--- config.mk ---
export PLATFORM = sky130hd
export DESIGN_NAME = oifs_tx_stream
export DESIGN_NICKNAME = d
export VERILOG_FILES = /design/src/rtl/oifs_tx_stream.sv
export SDC_FILE = /design/constraint.sdc
export NUM_CORES = 1
export LEC_CHECK = 0
export ABC_AREA = 0
export BUFFER_PORTS_ARGS = -buffer_cell sky130_fd_sc_hd__buf_2
export CAP_MARGIN = 15
export CORE_UTILIZATION = 40
export CTS_BUF_LIST = sky130_fd_sc_hd__clkbuf_8
export CTS_CLUSTER_SIZE = 12
export DETAILED_ROUTE_END_ITERATION = 12
export MAX_ROUTING_LAYER = met4
export SLEW_MARGIN = 20
export SYNTH_ARGS = -nofsm -noshare
export SYNTH_HDL_FRONTEND = slang
export SYNTH_SLANG_ARGS = --single-unit
--- constraint.sdc ---
create_clock -name i_clk -period 6 [get_ports i_clk]
set_input_delay 1.2 -clock i_clk [delete_from_list [all_inputs] [get_ports i_clk]]
set_output_delay 1.2 -clock i_clk [all_outputs]
set_load 0.01 [all_outputs]
--- src/rtl/oifs_tx_stream.sv ---
// -----------------------------------------------------------------------------
// oifs_tx_stream
// FTDI opto-isolated fast-serial (OIFS) transmitter with an input FIFO.
//
// Each frame carries one {channel,data} word:
//   start bit 0, D0..D(DATA_W-1) LSB first, channel bit.
// FSCLK is divided down from i_clk and runs only while a frame is on the wire.
// A new frame starts only when the synchronised FSCTS is high. After every
// frame there is a hold-off, so a late FSCTS deassert from the device is seen
// before the next frame starts.
//
// Ports
//   i_clk      system clock
//   i_arst     synchronous active-high reset
//   i_valid    source word valid; a word is taken when i_valid & o_ready
//   i_data     source payload (DATA_W bits)
//   i_channel  channel bit, 0=A 1=B
//   o_ready    FIFO not full (registered)
//   o_level    FIFO occupancy, 0..FIFO_DEPTH
//   o_busy     frame in progress or in hold-off
//   o_done     one-cycle pulse once the last frame bit has been sent
//   i_fscts    device clear-to-send (asynchronous)
//   o_fsclk    serial clock to the device, idles high
//   o_fsdi     serial data to the device, idles high
// -----------------------------------------------------------------------------
module oifs_tx_stream #(
    parameter int DATA_W      = 8,
    parameter int CLK_DIV     = 2,
    parameter int FIFO_DEPTH  = 16,
    parameter int CTS_HOLDOFF = 4
) (
    input  logic                          i_clk,
    input  logic                          i_arst,
    input  logic                          i_valid,
    input  logic [DATA_W-1:0]             i_data,
    input  logic                          i_channel,
    output logic                          o_ready,
    output logic [$clog2(FIFO_DEPTH):0]   o_level,
    output logic                          o_busy,
    output logic                          o_done,
    input  logic                          i_fscts,
    output logic                          o_fsclk,
    output logic                          o_fsdi
);

    localparam int AW      = $clog2(FIFO_DEPTH);
    localparam int LVL_W   = AW + 1;
    localparam int FRAME_W = DATA_W + 2;
    localparam int DIV_W   = $clog2(CLK_DIV);
    localparam int BIT_W   = $clog2(FRAME_W);
    localparam int HOLD_W  = $clog2(CTS_HOLDOFF + 1);

    localparam logic [AW-1:0]     PTR_ZERO  = AW'(0);
    localparam logic [AW-1:0]     PTR_ONE   = AW'(1);
    localparam logic [LVL_W-1:0]  LVL_ZERO  = LVL_W'(0);
    localparam logic [LVL_W-1:0]  LVL_ONE   = LVL_W'(1);
    localparam logic [LVL_W-1:0]  LVL_FULL  = LVL_W'(FIFO_DEPTH);
    localparam logic [DIV_W-1:0]  DIV_ZERO  = DIV_W'(0);
    localparam logic [DIV_W-1:0]  DIV_ONE   = DIV_W'(1);
    localparam logic [DIV_W-1:0]  DIV_HALF  = DIV_W'(CLK_DIV / 2);
    localparam logic [DIV_W-1:0]  DIV_LAST  = DIV_W'(CLK_DIV - 1);
    localparam logic [BIT_W-1:0]  BIT_ZERO  = BIT_W'(0);
    localparam logic [BIT_W-1:0]  BIT_ONE   = BIT_W'(1);
    localparam logic [BIT_W-1:0]  BIT_LAST  = BIT_W'(FRAME_W - 1);
    localparam logic [HOLD_W-1:0] HOLD_ZERO = HOLD_W'(0);
    localparam logic [HOLD_W-1:0] HOLD_ONE  = HOLD_W'(1);
    localparam logic [HOLD_W-1:0] HOLD_LAST = HOLD_W'(CTS_HOLDOFF - 1);

    typedef enum logic [1:0] {
        ST_IDLE  = 2'd0,
        ST_SHIFT = 2'd1,
        ST_HOLD  = 2'd2
    } state_t;

    state_t               state_r, state_nxt;
    logic [DATA_W:0]      mem_r [FIFO_DEPTH];
    logic [AW-1:0]        wr_ptr_r, rd_ptr_r;
    logic [LVL_W-1:0]     level_r, level_nxt;
    logic                 ready_r;
    logic                 cts_meta_r, cts_sync_r;
    logic [FRAME_W-1:0]   shift_r;
    logic [DIV_W-1:0]     div_r;
    logic [BIT_W-1:0]     bit_r;
    logic [HOLD_W-1:0]    hold_r;
    logic                 fsclk_r, fsdi_r, busy_r, done_r;
    logic                 wr_s, pop_s;
    logic                 fsclk_s, fsdi_s, busy_s, done_s;
    logic [DATA_W:0]      head_s;

    // o_ready is a registered copy of "not full", so a write always has room.
    assign wr_s    = i_valid & ready_r;
    assign head_s  = mem_r[rd_ptr_r];

    assign o_ready = ready_r;
    assign o_level = level_r;
    assign o_busy  = busy_r;
    assign o_done  = done_r;
    assign o_fsclk = fsclk_r;
    assign o_fsdi  = fsdi_r;

    // FIFO storage; contents need no reset because the level gates every read.
    always_ff @(posedge i_clk) begin
        if (wr_s) begin
            mem_r[wr_ptr_r] <= {i_channel, i_data};
        end
    end

    // Next FIFO occupancy from this cycle's write and pop.
    always_comb begin
        level_nxt = level_r;
        case ({wr_s, pop_s})
            2'b10:   level_nxt = level_r + LVL_ONE;
            2'b01:   level_nxt = level_r - LVL_ONE;
            default: level_nxt = level_r;
        endcase
    end

    // FIFO pointers, level and ready flag.
    always_ff @(posedge i_clk) begin
        if (i_arst) begin
            wr_ptr_r <= PTR_ZERO;
            rd_ptr_r <= PTR_ZERO;
            level_r  <= LVL_ZERO;
            ready_r  <= 1'b1;
        end else begin
            if (wr_s) begin
                wr_ptr_r <= wr_ptr_r + PTR_ONE;
            end
            if (pop_s) begin
                rd_ptr_r <= rd_ptr_r + PTR_ONE;
            end
            level_r <= level_nxt;
            ready_r <= (level_nxt != LVL_FULL);
        end
    end

    // Two-flop synchroniser for the asynchronous FSCTS input.
    always_ff @(posedge i_clk) begin
        if (i_arst) begin
            cts_meta_r <= 1'b0;
            cts_sync_r <= 1'b0;
        end else begin
            cts_meta_r <= i_fscts;
            cts_sync_r <= cts_meta_r;
        end
    end

    // FSM state register.
    always_ff @(posedge i_clk) begin
        if (i_arst) begin
            state_r <= ST_IDLE;
        end else begin
            state_r <= state_nxt;
        end
    end

    // Next state plus the pin values for this state; the pins are registered
    // below, so they lag the state by one cycle.
    always_comb begin
        state_nxt = state_r;
        pop_s     = 1'b0;
        fsclk_s   = 1'b1;
        fsdi_s    = 1'b1;
        busy_s    = 1'b0;
        done_s    = 1'b0;
        case (state_r)
            ST_IDLE: begin
                if ((level_r != LVL_ZERO) && cts_sync_r) begin
                    pop_s     = 1'b1;
                    state_nxt = ST_SHIFT;
                end else begin
                    state_nxt = ST_IDLE;
                end
            end
            ST_SHIFT: begin
                busy_s  = 1'b1;
                // First half of each bit period low, second half high.
                fsclk_s = (div_r >= DIV_HALF);
                fsdi_s  = shift_r[0];
                if ((bit_r == BIT_LAST) && (div_r == DIV_LAST)) begin
                    state_nxt = ST_HOLD;
                end else begin
                    state_nxt = ST_SHIFT;
                end
            end
            ST_HOLD: begin
                busy_s = 1'b1;
                // The first hold-off cycle is the one whose pins go idle.
                done_s = (hold_r == HOLD_ZERO);
                if (hold_r == HOLD_LAST) begin
                    state_nxt = ST_IDLE;
                end else begin
                    state_nxt = ST_HOLD;
                end
            end
            default: begin
                state_nxt = ST_IDLE;
            end
        endcase
    end

    // Frame datapath: shift register, bit-period divider, bit and hold-off counters.
    always_ff @(posedge i_clk) begin
        if (i_arst) begin
            shift_r <= {FRAME_W{1'b1}};
            div_r   <= DIV_ZERO;
            bit_r   <= BIT_ZERO;
            hold_r  <= HOLD_ZERO;
        end else begin
            case (state_r)
                ST_IDLE: begin
                    if (pop_s) begin
                        shift_r <= {head_s, 1'b0};
                        div_r   <= DIV_ZERO;
                        bit_r   <= BIT_ZERO;
                    end
                end
                ST_SHIFT: begin
                    hold_r <= HOLD_ZERO;
                    if (div_r == DIV_LAST) begin
                        div_r   <= DIV_ZERO;
                        bit_r   <= bit_r + BIT_ONE;
                        shift_r <= {1'b1, shift_r[FRAME_W-1:1]};
                    end else begin
                        div_r <= div_r + DIV_ONE;
                    end
                end
                ST_HOLD: begin
                    hold_r <= hold_r + HOLD_ONE;
                end
                default: begin
                    hold_r <= HOLD_ZERO;
                end
            endcase
        end
    end

    // Registered pin and status outputs.
    always_ff @(posedge i_clk) begin
        if (i_arst) begin
            fsclk_r <= 1'b1;
            fsdi_r  <= 1'b1;
            busy_r  <= 1'b0;
            done_r  <= 1'b0;
        end else begin
            fsclk_r <= fsclk_s;
            fsdi_r  <= fsdi_s;
            busy_r  <= busy_s;
            done_r  <= done_s;
        end
    end

endmodule
==> flow_summary.yaml <==
critical_path:
  crit_slowest_cell: "or4_4"
  slowest_delay_ns: 0.60
  start_kind: "flop"
  path_common_cell: "ha_1"
  cp.arrival_ns: 3.69
  critical_path_class: "reg2reg"
  cp-end-kind: "flop"
  critPathRequiredTime_ns: 6.34
  crit_fanout: 11
  cp_cell_sequence: "or4_4 > o211ai_2 > inv_2 > ha_1 > xor2_1 > ha_1 > o21ai_0 > a221o_1 > or3_1 > a21oi_1 > nand4_1"
timing:
  timing.fmax_mhz: 298
  finalMaxSlewViolations: 0
  skew_ns: 0.0154
  rsz0062_at_grt: "false"
  period_needed_ns: 3.35
  min_period_over_period_pct: 55.9
  setup_ws_ns: 2.65
  finalSetupViolations: 0
  hold_viol: 0
  slew_headroom_pct: 23.9
  worst_pin_slew_ns: 1.14
  tns_ns: 0
routing:
  wl_per_cell_um: 19.5
  routed_wirelength_mm: 14.3
  antenna_left: 0
  drc: 0
  routed_via_density: 5.33
  drtIter0Drc: 326
  vias: 3921
  first_pass_iters: 4
worst_hold_path:
  hold_path_class: "reg2reg"
cells_and_area:
  area_growth_syn_to_layout_pct: 9.79
  nNetsFinal: 519
  drive_above_1_share_pct: 22.9
  fillers: 1616
  final_cell_mix: "144 x edfxtp_1, 41 x dfxtp_1, 36 x mux4_2"
  final_common_cell: "edfxtp_1"
  antenna_cells: 0
  fin_util_pct: 44.8
logic_synthesis:
  syn_nets: 502
  yosys_register_bits: 188
  synth.distinct_cells: 46
  synthCells: 472
  synth-seq-area-share_pct: 68.4
  ys_warn_count: 0
  synth_area_mm2: 0.00760
  avgSynthCellArea_um2: 16.1
grt:
  grt_use_total_pct: 16.3
  antenna_found_initial: 0
  grt_overflow: 0
  grt_pass1_wl_mm: 22.6
  grt_max_degree: 44
  grt_pass1_vias: 3972
pwr:
  p_leak_nw: 2.64
  power_density_mw_per_mm2: 290
  ir_worst_vdd_mv: 0.205
floorplanning:
  die_w_um: 140
  fp-row-count: 50
  core-area_mm2: 0.0186
  initial_utilization_pct: 40.8
  io_pins: 23
  dieArea_mm2: 0.0196
  die_h_um: 140
clocking:
  post_cts_buffers: 0
  worst_skew_pair.late_latency_ns: 0.47
  h-tree-depth: 4
  cts_hold_buf: 0
  numCtsBuffers: 17
  ctsResizeCount: 0
  clockRootBuffer: "clkbuf_8"
  clk_pin_slew_ns: 0.09
  cts_tree: "built"
  clock-sinks: 188
  clockBufferDepth: 2
run:
  cap_violations: 0
place:
  io_buffer_count: 22
  place_ws_ns: 2.37
  dp_hpwl_mm: 8.71
  place.gp.congestion: 0.810
run_status:
  outcome: "finished clean"
## synth_stat cells, drive strengths merged
cell type | instances | share of area [%]
a211o | 2 | 0.23
a21o | 1 | 0.099
a21oi | 21 | 1.4
a221o | 1 | 0.13
a221oi | 8 | 0.92
a22o | 1 | 0.12
a311o | 1 | 0.13
a31oi | 4 | 0.33
and2 | 1 | 0.082
buf | 18 | 1.4
clkbuf | 9 | 0.44
dfxtp | 44 | 12
edfxtp | 144 | 57
ha | 17 | 2.8
inv | 16 | 0.79
mux2 | 2 | 0.30
mux2i | 17 | 2.2
mux4 | 36 | 11
nand2 | 18 | 0.89
nand2b | 5 | 0.41
nand3 | 2 | 0.13
nand3b | 9 | 0.89
nand4 | 3 | 0.25
nand4b | 2 | 0.23
nor2 | 37 | 1.8
nor2b | 4 | 0.33
nor3 | 7 | 0.46
nor3b | 1 | 0.099
nor4 | 2 | 0.16
o211a | 1 | 0.23
o211ai | 2 | 0.26
o21ai | 8 | 0.53
o21bai | 1 | 0.099
o22ai | 1 | 0.082
or2 | 8 | 0.66
or3 | 4 | 0.33
or3b | 1 | 0.12
or4 | 1 | 0.15
or4b | 1 | 0.13
xnor2 | 3 | 0.35
xor2 | 8 | 0.92
## worst paths after layout
| kind | from | end | slack, ns | depth (start not counted) |
|---|---|---|---|---|
| worst max-delay path | o_level[1] | o_ready | 2.65 | 11 |
| worst max register to register | o_level[1] | o_ready | 2.65 | 11 |
| worst min-delay path | hold_r[2] | o_done | 0.46 | 1 |
| worst min register to register | hold_r[2] | o_done | 0.46 | 1 |
## report_power, final
part / internal [mW] / switching [mW] / total (mW) / leakage (nW)
sequential: 1.42 / 0.0138 / 1.43 / 1.66
combinational: 0.0499 / 0.0759 / 0.126 / 0.765
clock: 0.386 / 0.473 / 0.860 / 0.213
## per-stage QoR
step / instances / power, mW / area [um^2] / hold slack (ns)
3_3_place_gp: 704 / 1.59 / 7920 / 0.435
5_1_grt: 736 / 2.51 / 8350 / 0.487
3_5_place_dp: 704 / 1.59 / 7930 / 0.439
2_1_floorplan: 472 / 1.55 / 7600 / 0.407
6_report: 736 / 2.42 / 8350 / 0.462
4_1_cts: 736 / 2.45 / 8340 / 0.462
## cell families after synthesis
kind of cell,count (synthesis),share of synthesized area (%)
flip-flops,188,68.4
XOR/XNOR,11,1.27
buffers and inverters,43,2.62
AO/OA/AOI/OAI,52,4.54
AND/OR/NAND/NOR,106,7.14
adder cells (fa/ha/maj),17,2.80
multiplexers,55,13.2
## sequential cells by signal, indices dropped and copies added, names as in the netlist, 2 cells and up, named ones only
signal	flops
bit_r	4
state_r	2
rd_ptr_r	4
o_level	5
shift_r	10
hold_r	3
mem_r	144
wr_ptr_r	4
## area by class of cell
class	count	area [um^2]	share of cell area, %
Tap cell	234	293	3.51
Multi-Input combinational cell	241	2240	26.9
Clock inverter	15	176	2.11
Timing Repair Buffer	25	133	1.59
Clock buffer	17	234	2.80
Sequential cell	188	5210	62.4
Inverter	16	60.1	0.719
## critical path, delay by kind of cell (launching register included)
| family | cells | cell delay [ns] |
|---|---|---|
| XOR/XNOR | 1 | 0.17 |
| flip-flops | 1 | 0.41 |
| AND/OR/NAND/NOR | 3 | 1.03 |
| AO/OA/AOI/OAI | 4 | 0.97 |
| adder cells (fa/ha/maj) | 2 | 0.52 |
| buffers and inverters | 1 | 0.14 |
## metal layers
| layer | global-route usage [%] | vias up | routed length (um) |
|---|---|---|---|
| met1 | 20.4 | 1999 | 6510 |
| li1 | - | 1843 | - |
| met3 | 4.06 | 8 | 561 |
| met2 | 26.8 | 71 | 7100 |
| met5 | - | - | 0 |
| met4 | 3.64 | 0 | 145 |
(Power assumes the default switching activity.)
